**src/rtl/scaler_line_sched.sv**
```systemverilog
// -----------------------------------------------------------------------------
// scaler_line_sched
//
// Line scheduler for a two-pass scaler. It steers each incoming source line
// into one of two line-buffer RAMs (ram0/ram1), each split into two pages. A
// pair of lines (ram0 + ram1, same page) forms one unit of work for the
// second-pass reader. When a pair is complete its page is marked pending. The
// reader is then started on the pending pages in alternating page order.
//
// Ports
//   pixclk_in   in   pixel clock, all logic on the rising edge
//   rst_n       in   synchronous, active-low reset
//   vs_in       in   frame-start pulse; also restarts a frame in progress
//   de_in       in   source data enable, one high run per line
//   rd_done     in   reader finished consuming rd_page
//   wr_ram_sel  out  RAM receiving the current source line (0 = ram0)
//   wr_page     out  page (address MSB) for the current source line
//   rd_start    out  one-cycle pulse: reader may start on rd_page
//   rd_page     out  page to read, held from rd_start until rd_done
//   rd_busy     out  reader currently owns rd_page
//   frame_done  out  one-cycle pulse: every page pair of the frame consumed
//   overrun     out  sticky: a pair completed on a page still pending/read
//   line_err    out  sticky: source line length differs from the width
//
// Build option
//   SCALER_LINE_CHECK_EN  when defined, count pixels per line and flag
//                         length mismatches on line_err; otherwise line_err
//                         is tied low and the counter is absent.
// -----------------------------------------------------------------------------
module scaler_line_sched #(
    parameter int SRC_IMAGE_RES_WIDTH  = 640,
    parameter int SRC_IMAGE_RES_HEIGHT = 720
) (
    input  logic pixclk_in,
    input  logic rst_n,
    input  logic vs_in,
    input  logic de_in,
    input  logic rd_done,
    output logic wr_ram_sel,
    output logic wr_page,
    output logic rd_start,
    output logic rd_page,
    output logic rd_busy,
    output logic frame_done,
    output logic overrun,
    output logic line_err
);

    typedef enum logic [1:0] {
        IDLE   = 2'd0,
        ACTIVE = 2'd1,
        FLUSH  = 2'd2
    } state_t;

    state_t       state;
    state_t       state_nxt;
    logic         frame_done_nxt;

    logic         de_d;
    logic [9:0]   src_line;
    logic [1:0]   pend;
    logic         rd_ptr;

    logic         line_end;
    logic         rd_free;
    logic         start_go;
    logic         pair_page;

    // Falling edge of de_in, only meaningful while lines are being accepted.
    assign line_end  = (state == ACTIVE) && de_d && !de_in;

    // The reader is free if idle, or if it signals completion this cycle; the
    // latter lets a queued page start on the very next cycle after rd_done.
    assign rd_free   = !rd_busy || rd_done;
    assign start_go  = rd_free && pend[rd_ptr];

    assign pair_page = src_line[1];

    assign wr_ram_sel = src_line[0];
    assign wr_page    = src_line[1];

    // -------------------------------------------------------------------------
    // FSM state register
    // -------------------------------------------------------------------------
    always_ff @(posedge pixclk_in) begin
        // NOTE: state is updated with non-blocking assignments so every
        // register samples the pre-edge values, independent of block order.
        if (!rst_n) begin
            state <= IDLE;
        end else begin
            state <= state_nxt;
        end
    end

    // -------------------------------------------------------------------------
    // FSM next-state and frame_done decision
    // -------------------------------------------------------------------------
    always_comb begin
        // NOTE: defaults first, so no path through the block leaves a
        // variable unassigned and no latch is inferred.
        state_nxt      = state;
        frame_done_nxt = 1'b0;

        if (vs_in) begin
            // Frame start, or restart of a frame in progress.
            state_nxt = ACTIVE;
        end else begin
            unique case (state)
                IDLE: ;
                ACTIVE: begin
                    // Last source line ends: src_line becomes the height
                    // on the same edge the FSM enters FLUSH.
                    if (line_end &&
                        (src_line == 10'(SRC_IMAGE_RES_HEIGHT - 1))) begin
                        state_nxt = FLUSH;
                    end
                end
                FLUSH: begin
                    if ((pend == 2'b00) && !rd_busy) begin
                        state_nxt      = IDLE;
                        frame_done_nxt = 1'b1;
                    end
                end
                default: state_nxt = IDLE;
            endcase
        end
    end

    // -------------------------------------------------------------------------
    // Line counting, pair bookkeeping and reader hand-off
    // -------------------------------------------------------------------------
    always_ff @(posedge pixclk_in) begin
        if (!rst_n) begin
            de_d       <= 1'b0;
            src_line   <= '0;
            pend       <= 2'b00;
            rd_ptr     <= 1'b0;
            rd_start   <= 1'b0;
            rd_page    <= 1'b0;
            rd_busy    <= 1'b0;
            frame_done <= 1'b0;
            overrun    <= 1'b0;
        end else begin
            de_d       <= de_in;
            rd_start   <= 1'b0;
            frame_done <= frame_done_nxt;

            if (vs_in) begin
                src_line <= '0;
                pend     <= 2'b00;
                rd_ptr   <= 1'b0;
                rd_busy  <= 1'b0;
                overrun  <= 1'b0;
            end else begin
                if (rd_done) begin
                    rd_busy <= 1'b0;
                end

                if (start_go) begin
                    rd_start     <= 1'b1;
                    rd_page      <= rd_ptr;
                    rd_busy      <= 1'b1;
                    pend[rd_ptr] <= 1'b0;
                    rd_ptr       <= ~rd_ptr;
                end

                if (line_end) begin
                    src_line <= src_line + 10'd1;
                    // An odd line closes a ram0/ram1 pair on its page.
                    // Placed after the start hand-off so a re-completed
                    // page stays pending even if it is being started now.
                    if (src_line[0]) begin
                        pend[pair_page] <= 1'b1;
                        if (pend[pair_page] ||
                            (rd_busy && (rd_page == pair_page))) begin
                            overrun <= 1'b1;
                        end
                    end
                end
            end
        end
    end

    // -------------------------------------------------------------------------
    // Optional line-length check
    // -------------------------------------------------------------------------
`ifdef SCALER_LINE_CHECK_EN
    // Wide enough that the saturated value can never equal the width.
    localparam int PIX_W = $clog2(SRC_IMAGE_RES_WIDTH + 2);

    logic [PIX_W-1:0] pix_cnt;

    always_ff @(posedge pixclk_in) begin
        if (!rst_n) begin
            pix_cnt  <= '0;
            line_err <= 1'b0;
        end else if (vs_in) begin
            pix_cnt  <= '0;
            line_err <= 1'b0;
        end else if (state == ACTIVE) begin
            if (line_end) begin
                if (pix_cnt != PIX_W'(SRC_IMAGE_RES_WIDTH)) begin
                    line_err <= 1'b1;
                end
                pix_cnt <= '0;
            end else if (de_in && (pix_cnt != '1)) begin
                pix_cnt <= pix_cnt + 1'b1;
            end
        end
    end
`else
    assign line_err = 1'b0;
`endif

endmodule
```
**config.mk**
```make
export PLATFORM = sky130hd
export DESIGN_NAME = scaler_line_sched
export DESIGN_NICKNAME = d
export VERILOG_FILES = /design/src/rtl/scaler_line_sched.sv
export SDC_FILE = /design/constraint.sdc
export NUM_CORES = 1
export LEC_CHECK = 0
export ABC_AREA = 0
export CAP_MARGIN = 15
export CORE_MARGIN = 5
export CORE_UTILIZATION = 35
export DETAILED_ROUTE_END_ITERATION = 8
export PLACE_DENSITY = 0.68
export SLEW_MARGIN = 20
export SYNTH_ARGS = -nofsm -noshare
export SYNTH_HDL_FRONTEND = slang
export SYNTH_SLANG_ARGS = --single-unit
export TNS_END_PERCENT = 30
```
**constraint.sdc**
```tcl
create_clock -name pixclk_in -period 1.4 [get_ports pixclk_in]
set_input_delay 0.28 -clock pixclk_in [delete_from_list [all_inputs] [get_ports pixclk_in]]
set_output_delay 0.28 -clock pixclk_in [all_outputs]
set_load 0.005 [all_outputs]
```
==> run metrics, run 1 <==
largest net degree at the start of global routing 12; vias per cell about 5.6; dpl cell area 1190 um^2; Power Density 745 nW/um^2; period utilization 0.988; WP data arrival 1.62 ns; input/output buffers 11; antenna violations before repair 0; met2 usage 0.196; Max clock buf depth 2; Final Non-Filler Cells 164; Pre-Repair DR Iteration Count 5; DP HPWL 1620 um; initial core utilization 0.360; worst-skew pair later-pin latency 0.30 ns; Area Overhead vs Synth 32.1%; Sw Pwr 0.000211 W; Synth Instances 106; max-cap check violation count 0; Worst R2R Path Depth 3; R2R Setup Slk ~0.017 ns; critical path fanouts, max 6; Finish-stage setup viols 0; CTS tree built; placed insts 157; Placer Congestion 0.853; vias in the first global route between 900 and 1,000; worst setup margin about 0.017 ns; crit start category flip-flop; fillers 258; Final Util 0.475; worst-case clock skew 0.00355 ns; gr busiest metal met2; Hold WC Path Type input pin to flip-flop; clock root cell clkbuf_4; syn_nets 112; via count roughly 910; Pins Over Slew Limit 0; syn avg cell area 9.20 um^2; Synth Cell Area 975 um^2; multi-input logic area 571 um^2; first-pass GRT wire length 4000 um; met3 GRT Util 0.0162; die width between 60 and 70 um; post-synthesis sequential area ratio 0.431; critical path's largest stage delay around 0.46 ns; CP required 1.64 ns; worst hold path depth 2; status finished, final reports clean; DRC 0; Clock Power Share 0.301; GR Util met1 0.150; Total Power 0.000959 W; critical path class flip-flop to flip-flop; NumNets Final 140; Reg2Reg Launch Point state[1]; Die Ht 62.8 um; Reg area approximately 430 um^2; Syn. warnings 0; CTS Sinks 21; #FFs+latches synth 21; Critical Path, Cell by Cell nand4bb_2 -> or3_2 -> a21oi_1; total CTS buffers 3; Site Rows 19; Hold Fails Final Rpt 0; Tmin final approximately 1.4 ns; count of cell types in the netlist 34; hold path endpoint de_d; Finished Cell Area 1290 um^2; routed len/inst roughly 14 um; total gr overflow 0; layout cell share with drive strength beyond 1 0.293; combinational share of power 0.066; initial DRC count just over 60; RSZ-0062 raised after global routing yes; GR Util All Layers 0.121; die area 3940 um^2; Int Pwr 0.000747 W; Core Area 2710 um^2; Worst R2R End src_line[2]; crit path max-delay cell type or3_2; Place WS -0.434 ns; number of diodes 0; Clock transition at path regs 0.12 ns; Ports 13; f_max 723 MHz; Sw Share 0.220; CP Capture Type flip-flop; hold_sp de_in; maximum vdd drop about 0.49 mV; H-Tree Depth 1; total wire length 2250 um; Leakage 0.426 nW; share of power burned in registers 0.633; Antenna Violating Nets Remaining 0
-- metal layers --
metal / share of wire / vias to the layer above
met2: 0.51 / 14
met1: 0.45 / 445
met4: 0.019 / 0
met5: 0 / -
li1: - / 451
met3: 0.021 / 4
-- per-stage QoR --
stage	hold WS [ns]	setup TNS [ns]
2_1_floorplan	0.381	0
3_3_place_gp	0.455	-3.23
3_5_place_dp	0.470	-3.68
4_1_cts	0.369	0
6_report	0.391	0
5_1_grt	0.412	-0.157
-- registers in the layout (all words and copies together), names as in the netlist --
| name | flops |
|---|---|
| de_d | 1 |
| pend | 2 |
| rd_start | 1 |
| rd_busy | 1 |
| state | 2 |
| overrun | 1 |
| rd_ptr | 1 |
| src_line | 10 |
| rd_page | 1 |
| frame_done | 1 |
-- cell usage in the layout (no fill, tap or decap), types with 2 or more instances in the layout --
cell type,n
o21ai_0,6
or3_2,3
clkbuf_4,3
nor4_1,2
a311oi_1,2
o31ai_1,3
buf_4,14
nand3b_1,2
clkdlybuf4s50_1,3
dfxtp_1,12
inv_1,4
nand3_1,4
nor2_1,3
or4_1,2
nor2b_1,3
xnor2_1,2
dlygate4sd2_1,8
dfxtp_2,9
nand2_1,9
mux2i_1,3
nand2b_1,4
a21oi_1,12
-- cells in the mapped netlist --
| cell | instances | area [um^2] |
|---|---|---|
| nand4_1 | 1 | 6.26 |
| o21ai_0 | 6 | 30.0 |
| conb_1 | 1 | 3.75 |
| ha_1 | 1 | 12.5 |
| nor4b_2 | 1 | 15.0 |
| and2_1 | 1 | 6.26 |
| nand3_1 | 5 | 25.0 |
| or3_1 | 1 | 6.26 |
| buf_4 | 1 | 7.51 |
| nand3_2 | 1 | 10.0 |
| nor2b_1 | 3 | 18.8 |
| a221oi_1 | 1 | 8.76 |
| nand3b_1 | 2 | 15.0 |
| inv_1 | 4 | 15.0 |
| or4_1 | 3 | 22.5 |
| or4b_1 | 1 | 10.0 |
| a21oi_1 | 13 | 65.1 |
| nand4bb_4 | 1 | 27.5 |
| nor3_1 | 1 | 5.00 |
| o41ai_1 | 1 | 8.76 |
| nand2_1 | 9 | 33.8 |
| nor4_1 | 3 | 18.8 |
| clkbuf_1 | 1 | 3.75 |
| buf_6 | 1 | 11.3 |
| xnor2_1 | 2 | 17.5 |
| o311ai_0 | 1 | 8.76 |
| nor2_1 | 3 | 11.3 |
| dfxtp_1 | 21 | 420 |
| and4bb_2 | 1 | 12.5 |
| o31ai_1 | 3 | 22.5 |
| or3_2 | 3 | 22.5 |
| nand2b_1 | 4 | 25.0 |
| mux2i_1 | 3 | 30.0 |
| a311oi_1 | 2 | 17.5 |
-- area by class of cell --
class / instances / area share
Clock buffer: 4 / 0.0204
Tap cell: 31 / 0.0301
Sequential cell: 21 / 0.335
Timing Repair Buffer: 25 / 0.159
Inverter: 4 / 0.0117
Multi-Input combinational cell: 79 / 0.443
-- what timing repair did --
item / in CTS / in global routing
gates cloned: 1 / 0
pin swaps: 2 / 2
resized for setup: 14 / 9
hold endpoints to repair: 0 / 0
buffers inserted: 2 / 0
setup endpoints to repair: 15 / 9
hold buffers: 0 / 0
-- critical path: cells and delay by family (launching register included) --
family             cells  cell delay [ns]
and+or+nand+nor        2             0.82
DFF                    1             0.37
AOI/OAI and AO/OA      1             0.14
-- power groups by stage --
stage	Sequential (W)	Combinational, W	Clock (W)
2_1_floorplan	0.000619	0.0000248	0
6_report	0.000607	0.0000632	0.000289
5_1_grt	0.000608	0.0000695	0.000336
3_3_place_gp	0.000619	0.0000597	0
3_5_place_dp	0.000619	0.0000607	0
4_1_cts	0.000607	0.0000628	0.000306
-- worst max path at each step --
| stage | depth (start not counted) | slack, ns | endpoint | start |
|---|---|---|---|---|
| floorplan | 4 | 0.0007 | state[1] | src_line[0] |
| CTS | 3 | 0.03 | src_line[7] | state[1] |
| global route | 3 | -0.05 | state[1] | state[1] |
| global placement | 4 | -0.38 | state[1] | de_in |
| finish | 3 | 0.02 | src_line[2] | state[1] |
| detailed placement | 4 | -0.43 | src_line[6] | de_in |
-- cell families after synthesis --
logic type	share of synthesized area
and+or+nand+nor	0.299
muxes	0.0308
adders and majority gates	0.0128
xor gates and xnor gates	0.0180
other	0.00385
DFF	0.431
buffers and inverters	0.0385
AOI/OAI and AO/OA	0.166
(Power assumes the default switching activity.)
==> run 2: changes to the inputs <==
Settings changed: CORE_UTILIZATION 35 to 30, PLACE_DENSITY 0.68 to 0.61.
==> run 2 against run 1 <==
Compared with the run above:
- sequential share of layout area is 0.29 points lower
- register-to-register slack improved by 0.03 ns
- hold slack worse by 0.0069 ns
- critical path type unchanged
==> run metrics, run 2 (synthesis gave the netlist of run 1 again) <==
f_max 737 MHz (was 723 MHz); status finished, final reports clean (unchanged); total wire length 2310 um (was 2250 um); crit start category flip-flop (unchanged); met2 wire len 1090 um (was 1140 um); die area 4490 um^2 (was 3940 um^2); DRC 0 (unchanged); NumNets Final 140 (unchanged); input/output buffers 11 (unchanged); Core Area 3080 um^2 (was 2710 um^2); largest net degree at the start of global routing 12 (unchanged); total CTS buffers 3 (unchanged); CP Capture Type flip-flop (unchanged); Finish-stage setup viols 0 (unchanged); via count 902 (was 914); Finished Cell Area 1300 um^2 (was 1290 um^2); CTS tree built (unchanged); maximum vdd drop 0.224 mV (was 0.488 mV); Site Rows 20 (was 19); clock root cell clkbuf_4 (unchanged); Ports 13 (unchanged); antenna violations before repair 0 (unchanged); first-pass GRT wire length 3860 um (was 4000 um); Tmin final 1.36 ns (was 1.38 ns); routed len/inst 13.0 um (was 13.7 um); initial DRC count 63 (was 62); Reg with most FFs src_line (unchanged); die width 67 um (was 62.8 um); max-cap check violation count 0 (unchanged); Area Overhead vs Synth 33.6% (was 32.1%); max layer used met4 (unchanged); critical path class flip-flop to flip-flop (unchanged); Place WS -0.441 ns (was -0.434 ns); Pins Over Slew Limit 0 (unchanged); H-Tree Depth 1 (unchanged); Pre-Repair DR Iteration Count 4 (was 5); Hold Fails Final Rpt 0 (unchanged); number of diodes 0 (unchanged); total gr overflow 0 (unchanged); vias per cell 5.10 (was 5.57); Hold WC Path Type input pin to flip-flop (unchanged); DP HPWL 1630 um (was 1620 um); worst-skew pair later-pin latency 0.31 ns (was 0.30 ns); routed wl met3 105 um (was 47 um); dpl cell area 1210 um^2 (was 1190 um^2); period utilization 0.969 (was 0.988); Clock transition at path regs 0.13 ns (was 0.12 ns); Power Density 755 nW/um^2 (was 745 nW/um^2); WP data arrival 1.60 ns (was 1.62 ns); layout cell share with drive strength beyond 1 0.271 (was 0.293); worst-case clock skew 0.00198 ns (was 0.00355 ns); most frequent cells in the layout buf_4, a21oi_1, dfxtp_1 (unchanged); top flop regs src_line: 10 flops, pend: 2 flops, state: 2 flops (unchanged); CTS Sinks 21 (unchanged); Max clock buf depth 2 (unchanged); RSZ-0062 raised after global routing no (was yes); Post-CTS Hold Buffers 0 (unchanged); initial core utilization 0.317 (was 0.360); CP required 1.65 ns (was 1.64 ns); GR Util All Layers 0.113 (was 0.121); Die Ht 67 um (was 62.8 um); met1 WL 1070 um (was 1010 um); critical path fanouts, max 4 (was 6); worst setup margin 0.0440 ns (was 0.0168 ns); Leakage 0.426 nW (about the same); vias in the first global route 860 (was 917); Antenna Violating Nets Remaining 0 (unchanged); Placer Congestion 0.813 (was 0.853); max reg flops 10 (unchanged); commonest non-fill, non-tap cell in the layout buf_4 (unchanged)
-- run 2: cell count changes in the layout (fill, tap and decap cells not counted), sizes merged --
| cell | previous run | this run |
|---|---|---|
| clkdlybuf4s15 | 0 | 1 |
| dlygate4sd2 | 8 | 7 |
-- run 2: path summary, 6_finish.rpt --
check	from	endpoint	slack, ns	cells after the start
setup / recovery	src_line[0]	state[1]	0.04	4
hold / removal	de_in	de_d	0.38	2
setup reg to reg	src_line[0]	state[1]	0.04	4
hold reg to reg	overrun	overrun	0.46	2
-- run 2: repair_timing --
item,CTS,global route
gates cloned,1,0
buffers inserted,2,0
setup endpoints to repair,16,6
pin swaps,1,1
resized for setup,12,10
-- run 2: power by group --
part	leakage [nW]	switching [W]	internal, W
clock network	0.0150	0.000198	0.000111
registers	0.174	0.00000679	0.000602
logic	0.237	0.0000290	0.0000373
-- run 2: final cells by class --
cell class,count,area (um^2)
fill,315,1780
clock buffer,4,26.3
sequential,21,433
tap,44,55.1
multi-input combinational,79,567
timing repair buffer,25,206
inverter,4,15.0
-- run 2: metal layers --
| metal | vias to the layer above | global-route usage |
|---|---|---|
| met5 | - | 0 |
| met4 | 0 | 0.0608 |
| met3 | 2 | 0.0202 |
| met2 | 21 | 0.180 |
| met1 | 426 | 0.142 |
| li1 | 453 | - |
-- run 2: metrics by stage --
step | hold WS [ns] | cells | setup TNS, ns | util | total power, W
2_1_floorplan | 0.381 | 106 | 0 | - | 0.000644
3_3_place_gp | 0.456 | 170 | -3.28 | 0.393 | 0.000680
3_5_place_dp | 0.446 | 170 | -3.64 | 0.393 | 0.000682
4_1_cts | 0.378 | 177 | 0 | 0.410 | 0.000983
5_1_grt | 0.411 | 177 | 0 | 0.423 | 0.00102
6_report | 0.384 | 177 | 0 | 0.423 | 0.000984
-- run 2: critical path, stage by stage (launching register included) --
cell and delay [ns]:
dfxtp_2 0.35, ha_1 0.19, nand3_1 0.15, or4b_1 0.49, a21oi_1 0.12
